--- src/rtl/byte_bus_master_pkg.sv ---
// byte_bus_master_pkg: shared bus FSM states, size encodings and defaults
package byte_bus_master_pkg;
  typedef enum logic [1:0] {IDLE, ACCESS, GAP, FINISH} stateT;
  typedef enum logic [1:0] {SZ_BYTE = 2'b00, SZ_HALF = 2'b01, SZ_WORD = 2'b10, SZ_RSVD = 2'b11} sizeT;
  localparam int DEFAULT_TIMEOUT_CYCLES = 1024;
  function automatic logic [1:0] lastByte(sizeT s);
    return s == SZ_WORD ? 2'd3 : s == SZ_HALF ? 2'd1 : 2'd0;
  endfunction
endpackage

--- src/rtl/byte_bus_master_if.sv ---
// byte_bus_master_if: byte-wide memory bus between master and slave
interface byte_bus_master_if #(parameter int DATA_WIDTH = 8, parameter int ADDRESS_WIDTH = 32) ();
  logic readMem;
  logic writemem;
  logic [ADDRESS_WIDTH-1:0] addressBus;
  logic [DATA_WIDTH-1:0] dataBusIn;
  logic memDataReady;
  logic [DATA_WIDTH-1:0] dataBusOut;
  modport master (output readMem, writemem, addressBus, dataBusIn, input memDataReady, dataBusOut);
  modport slave (input readMem, writemem, addressBus, dataBusIn, output memDataReady, dataBusOut);
endinterface

--- src/rtl/bus_watchdog.sv ---
// bus_watchdog: counts ready-wait cycles and flags the last allowed one
module bus_watchdog #(parameter int LIMIT = 1024) (
  input  logic clk,
  input  logic rst,
  input  logic clear,
  input  logic enable,
  output logic expired
);
  logic [$clog2(LIMIT+1)-1:0] cnt;
  // count wait cycles; held at zero whenever the master is not in a byte access
  always_ff @(posedge clk)
    if (rst || clear) cnt <= '0;
    else if (enable) cnt <= cnt + 1'b1;
  assign expired = enable && cnt == $bits(cnt)'(LIMIT - 1);
endmodule

--- src/rtl/byte_bus_master.sv ---
// byte_bus_master: splits CPU byte/half/word accesses into sequential bus byte transfers
module byte_bus_master
  import byte_bus_master_pkg::*;
#(
  parameter int DATA_WIDTH = 8,
  parameter int ADDRESS_WIDTH = 32,
  parameter int TIMEOUT_CYCLES = DEFAULT_TIMEOUT_CYCLES
) (
  input  logic clk,
  input  logic rst,
  input  logic req,
  input  logic we,
  input  logic [1:0] size,
  input  logic sign_ext,
  input  logic [ADDRESS_WIDTH-1:0] addr,
  input  logic [4*DATA_WIDTH-1:0] wdata,
  output logic busy,
  output logic done,
  output logic error,
  output logic [4*DATA_WIDTH-1:0] rdata,
  byte_bus_master_if.master bus
);
  stateT state;
  sizeT szR;
  logic weR, sxR, expired, fill;
  logic [1:0] idx, last, nxt;
  logic [ADDRESS_WIDTH-1:0] addrR;
  logic [4*DATA_WIDTH-1:0] wdR, lane, loadValue;
  assign nxt = idx + 2'd1;
  bus_watchdog #(.LIMIT(TIMEOUT_CYCLES)) watchdog (
    .clk(clk),
    .rst(rst),
    .clear(state != ACCESS),
    .enable(state == ACCESS && !bus.memDataReady),
    .expired(expired)
  );
  // extend the collected load bytes from the top loaded byte
  always_comb begin
    fill = sxR & (szR == SZ_BYTE ? lane[DATA_WIDTH-1] : szR == SZ_HALF ? lane[2*DATA_WIDTH-1] : lane[4*DATA_WIDTH-1]);
    loadValue = szR == SZ_BYTE ? {{3*DATA_WIDTH{fill}}, lane[DATA_WIDTH-1:0]}
              : szR == SZ_HALF ? {{2*DATA_WIDTH{fill}}, lane[2*DATA_WIDTH-1:0]} : lane;
  end
  // access sequencer: one byte per ACCESS, one idle GAP between bytes, FINISH reports
  always_ff @(posedge clk)
    if (rst) begin
      state <= IDLE;
      busy <= 1'b0;
      done <= 1'b0;
      error <= 1'b0;
      rdata <= '0;
      bus.readMem <= 1'b0;
      bus.writemem <= 1'b0;
      bus.addressBus <= '0;
      bus.dataBusIn <= '0;
      idx <= '0;
      last <= '0;
      szR <= SZ_BYTE;
      weR <= 1'b0;
      sxR <= 1'b0;
      addrR <= '0;
      wdR <= '0;
      lane <= '0;
    end else begin
      done <= 1'b0;
      error <= 1'b0;
      case (state)
        IDLE: if (req) begin
          if (size == SZ_RSVD) error <= 1'b1;
          else begin
            state <= ACCESS;
            busy <= 1'b1;
            szR <= sizeT'(size);
            weR <= we;
            sxR <= sign_ext;
            addrR <= addr;
            wdR <= wdata;
            idx <= '0;
            last <= lastByte(sizeT'(size));
            lane <= '0;
            bus.readMem <= !we;
            bus.writemem <= we;
            bus.addressBus <= addr;
            bus.dataBusIn <= we ? wdata[DATA_WIDTH-1:0] : '0;
          end
        end
        ACCESS: if (bus.memDataReady) begin
          bus.readMem <= 1'b0;
          bus.writemem <= 1'b0;
          bus.dataBusIn <= '0;
          if (!weR) lane[idx*DATA_WIDTH +: DATA_WIDTH] <= bus.dataBusOut;
          state <= idx == last ? FINISH : GAP;
        end else if (expired) begin
          bus.readMem <= 1'b0;
          bus.writemem <= 1'b0;
          bus.dataBusIn <= '0;
          error <= 1'b1;
          busy <= 1'b0;
          state <= IDLE;
        end
        GAP: begin
          state <= ACCESS;
          idx <= nxt;
          bus.readMem <= !weR;
          bus.writemem <= weR;
          bus.addressBus <= addrR + ADDRESS_WIDTH'(nxt);
          bus.dataBusIn <= weR ? wdR[nxt*DATA_WIDTH +: DATA_WIDTH] : '0;
        end
        FINISH: begin
          state <= IDLE;
          busy <= 1'b0;
          done <= 1'b1;
          if (!weR) rdata <= loadValue;
        end
      endcase
    end
endmodule

--- src/flat_wrapper.sv ---
// flat-port wrapper written by rule: the top's interface ports become plain ports
module byte_bus_master_flat import byte_bus_master_pkg::*;
#(
  parameter int DATA_WIDTH = 8,
  parameter int ADDRESS_WIDTH = 32,
  parameter int TIMEOUT_CYCLES = DEFAULT_TIMEOUT_CYCLES
)
  (clk, rst, req, we, size, sign_ext, addr, wdata, busy, done, error, rdata, bus_readMem, bus_writemem, bus_addressBus, bus_dataBusIn, bus_memDataReady, bus_dataBusOut);
  byte_bus_master_if #(.DATA_WIDTH(DATA_WIDTH), .ADDRESS_WIDTH(ADDRESS_WIDTH)) bus_i ();
  input  logic clk;
  input  logic rst;
  input  logic req;
  input  logic we;
  input  logic [1:0] size;
  input  logic sign_ext;
  input  logic [ADDRESS_WIDTH-1:0] addr;
  input  logic [4*DATA_WIDTH-1:0] wdata;
  output logic busy;
  output logic done;
  output logic error;
  output logic [4*DATA_WIDTH-1:0] rdata;
  output wire logic [$bits(bus_i.readMem)-1:0] bus_readMem;
  output wire logic [$bits(bus_i.writemem)-1:0] bus_writemem;
  output wire logic [$bits(bus_i.addressBus)-1:0] bus_addressBus;
  output wire logic [$bits(bus_i.dataBusIn)-1:0] bus_dataBusIn;
  input wire logic [$bits(bus_i.memDataReady)-1:0] bus_memDataReady;
  input wire logic [$bits(bus_i.dataBusOut)-1:0] bus_dataBusOut;
  assign bus_readMem = bus_i.readMem;
  assign bus_writemem = bus_i.writemem;
  assign bus_addressBus = bus_i.addressBus;
  assign bus_dataBusIn = bus_i.dataBusIn;
  assign bus_i.memDataReady = bus_memDataReady;
  assign bus_i.dataBusOut = bus_dataBusOut;
  byte_bus_master #(.DATA_WIDTH(DATA_WIDTH), .ADDRESS_WIDTH(ADDRESS_WIDTH), .TIMEOUT_CYCLES(TIMEOUT_CYCLES)) u_core (.clk(clk), .rst(rst), .req(req), .we(we), .size(size), .sign_ext(sign_ext), .addr(addr), .wdata(wdata), .busy(busy), .done(done), .error(error), .rdata(rdata), .bus(bus_i));
endmodule
--- config.mk ---
export PLATFORM = sky130hd
export DESIGN_NAME = byte_bus_master_flat
export DESIGN_NICKNAME = d
export VERILOG_FILES = /design/src/rtl/byte_bus_master_pkg.sv /design/src/rtl/byte_bus_master_if.sv /design/src/rtl/bus_watchdog.sv /design/src/rtl/byte_bus_master.sv /design/src/flat_wrapper.sv
export SDC_FILE = /design/constraint.sdc
export NUM_CORES = 1
export LEC_CHECK = 0
export CORE_ASPECT_RATIO = 0.5
export CORE_UTILIZATION = 45
export CTS_BUF_LIST = sky130_fd_sc_hd__clkbuf_2 sky130_fd_sc_hd__clkbuf_4 sky130_fd_sc_hd__clkbuf_8
export DETAILED_ROUTE_END_ITERATION = 12
export HOLD_SLACK_MARGIN = 0.05
export PLACE_DENSITY = 0.72
export SLEW_MARGIN = 20
export SYNTH_ARGS = -nofsm -noshare
export SYNTH_HDL_FRONTEND = slang
export SYNTH_SLANG_ARGS = --single-unit
--- constraint.sdc ---
create_clock -name clk -period 2.95 [get_ports clk]
set_input_delay 0.7375 -clock clk [delete_from_list [all_inputs] [get_ports clk]]
set_output_delay 0.7375 -clock clk [all_outputs]
set_load 0.01 [all_outputs]
==> run metrics <==
final hold vios 0; max-cap violations 0; Post-Layout Cell Count 1413; Post-CTS Setup Repair Bufs 0; drt pass-1 iters 5; Cell Pwr Density 548 nW/µm²; All-Layer GR Usage 23.6%; drt wl/cell 16.0 µm; syn nets 1122; largest family of logic cells by synthesized area simple AND/OR/NAND/NOR gates; Worst Path Required 3.30 ns; dpl ws 0.121 ns; Crit Path Max Fanout 7; clock buffer depth 2; initial DRC count 516; Hold Path Class flop to flop; Cell Rows 34; WS Path Type flop to flop; Static Leakage 3.76 nW; TritonCTS clock tree yes; clk_lat worst skew 0.47 ns; final net count 1261; post-cts resize count 0; Post-Synth XOR/XNOR Area 3.85%; IO Pins 157; Routed WL 22600 µm; Crit path arrival time 2.84 ns; CTS sink count 194; Vias/cell 5.42; port buffer count 156; CP endpoint kind flop; status completed; slew of the pin with the lowest slew margin 0.929 ns; Setup Viol. Count Final 0; final setup TNS 0 ns; Yosys top cell area share 46.1%; vias in the first global route 7160; post-layout min period 2.50 ns; ANT nets after route 0; async set-reset flop share out of synthesis 0%; Final WS setup 0.451 ns; placed instance area 10300 µm²; Synth cell types 51; number of hold buffers added after cts 0; Startpoint Class flop; Worst VDD drop 0.340 mV; placer's final routability congestion estimate 0.873; Min Hold Slack 0.443 ns; largest net degree at the start of global routing 69; Synth Area in Adders 2.32%; DIE AREA 19300 µm²; Pwr Total 5.85 mW; Post-Syn Instances 1027; FF+latch count, synth 194; Yosys warnings 0; post-layout util 59.8%; routed vias 7655; first-pass GRT wire length 36200 µm; EDFF count, synth 0; Simple-Gate Fraction of Synth Area 23.8%; synth-to-layout area growth 26.7%; diode count 0; CTS Buf Count 17; syn avg cell area 8.20 µm²; largest cells by area after synthesis dfxtp_1, nand2_1, a21oi_1; hpwl dp 16200 µm; RSZ-0062 raised after global routing no; Yosys top cell by area dfxtp_1; fraction of layout cells with a size suffix above 1 7.29%; Core Area 17800 µm²; initial core utilization 47.2%; synthesized area 8420 µm²; post-synthesis compound-gate area fraction 16.9%; Max Clock Freq 400 MHz; period utilization 84.7%; Clk Tree Root Cell clkbuf_8; die height 98.7 µm; Clock transition at path regs 0.10 ns; dpl cells 1381; final instance area 10700 µm²; antenna violations before repair 0; clock skew 0.0124 ns; post-synthesis sequential area ratio 46.1%; Die X-Extent 195 µm; Slew headroom 37.8%; Primary FF master, synth dfxtp_1; Final Max Tran Viols 0; multiplexer share of the synthesized area 2.99%; GRT overflow 0; H-Tree Depth 4; Post-route DRC 0
==> Yosys cell counts (all sizes together) (9+ instances only) <==
library cell / n
nand4: 14
a22oi: 17
ha: 14
nand2: 231
a21oi: 135
and3: 21
nor2: 67
o21ai: 31
or3: 10
nor3: 9
buf: 19
xor2: 20
nand3: 36
o22ai: 14
clkbuf: 49
inv: 16
dfxtp: 194
nand2b: 20
xnor2: 17
a211oi: 29
==> worst paths after layout <==
| path | from | to | slack (ns) | cells past startpoint |
|---|---|---|---|---|
| worst max-delay path | u_core.idx[1] | u_core.bus.addressBus[15] | 0.45 | 9 |
| worst min-delay path | u_core.rdata[20] | u_core.rdata[20] | 0.44 | 2 |
| worst max register to register | u_core.idx[1] | u_core.bus.addressBus[15] | 0.45 | 9 |
| worst min register to register | u_core.rdata[20] | u_core.rdata[20] | 0.44 | 2 |
==> area by class of cell <==
type / instances / area [µm²]
sequential: 194 / 3880
clock buffer: 19 / 255
tap: 234 / 293
clock inverter: 13 / 120
multi-input combinational: 749 / 4220
inverter: 16 / 60.1
fill: 1562 / 7160
timing repair buffer: 188 / 1840
==> power by group <==
part | internal [mW] | total [mW] | switching, mW
combinational | 0.574 | 1.24 | 0.662
sequential | 2.80 | 2.94 | 0.141
clock | 0.648 | 1.67 | 1.03
total | 4.02 | 5.85 | 1.83
==> cell families (layout without fill, tap and decap cells) <==
family / Yosys count / count (layout)
buf+inv: 84 / 236
simple gates: 437 / 437
flops: 194 / 194
fa+ha+maj: 15 / 15
mux: 15 / 15
compound gates: 245 / 245
xor+xnor: 37 / 37
==> state kept, by name (all words and copies together) (netlist names) <==
signal / cells
u_core.addrR: 32
u_core.bus.addressBus: 32
u_core.bus.dataBusIn: 8
u_core.bus.readMem: 1
u_core.bus.writemem: 1
u_core.busy: 1
u_core.done: 1
u_core.error: 1
u_core.idx: 2
u_core.lane: 32
u_core.last: 2
u_core.rdata: 32
u_core.state: 2
u_core.sxR: 1
u_core.szR: 2
u_core.watchdog.cnt: 11
u_core.wdR: 32
u_core.weR: 1
==> layout by cell type, fill, tap and decap left out, types with 3 or more instances in the layout <==
master / synthesis / layout
nor2b_1: 7 / 7
nand2_1: 231 / 231
xnor2_1: 17 / 17
buf_12: 0 / 3
a211oi_1: 29 / 28
clkinv_4: 0 / 7
o21ai_0: 31 / 31
and4_1: 6 / 6
dfxtp_1: 194 / 194
o22ai_1: 14 / 14
nor3_1: 9 / 9
o211ai_1: 3 / 3
clkbuf_8: 0 / 18
a211o_1: 3 / 3
a22oi_1: 17 / 17
mux4_2: 8 / 8
xor2_1: 20 / 20
a21oi_1: 135 / 135
nand4_1: 14 / 14
ha_1: 14 / 14
buf_4: 0 / 30
nor2_1: 67 / 66
nand2b_1: 20 / 20
clkdlybuf4s50_1: 0 / 155
inv_1: 16 / 16
or3_1: 10 / 10
and3_1: 21 / 21
nand3_1: 34 / 34
and2_1: 4 / 4
mux2i_1: 6 / 6
inv_8: 0 / 4
==> critical path: stages (launching register included) <==
cell and delay [ns]:
dfxtp_1 0.37, inv_1 0.07, ha_1 0.36, ha_1 0.30, a21oi_1 0.05, buf_4 0.17
nor4b_1 0.56, a41oi_1 0.19, o21ai_0 0.21, a21oi_1 0.08
==> routing by layer <==
metal | part of all wire, % | vias to the layer above | GRT usage [%]
li1 | - | 3823 | -
met1 | 47 | 3624 | 31.8
met2 | 48 | 190 | 39.3
met3 | 4.2 | 18 | 4.14
met4 | 1.1 | 0 | 5.94
met5 | 0 | - | 0
Power figures use the tool's default switching activity.
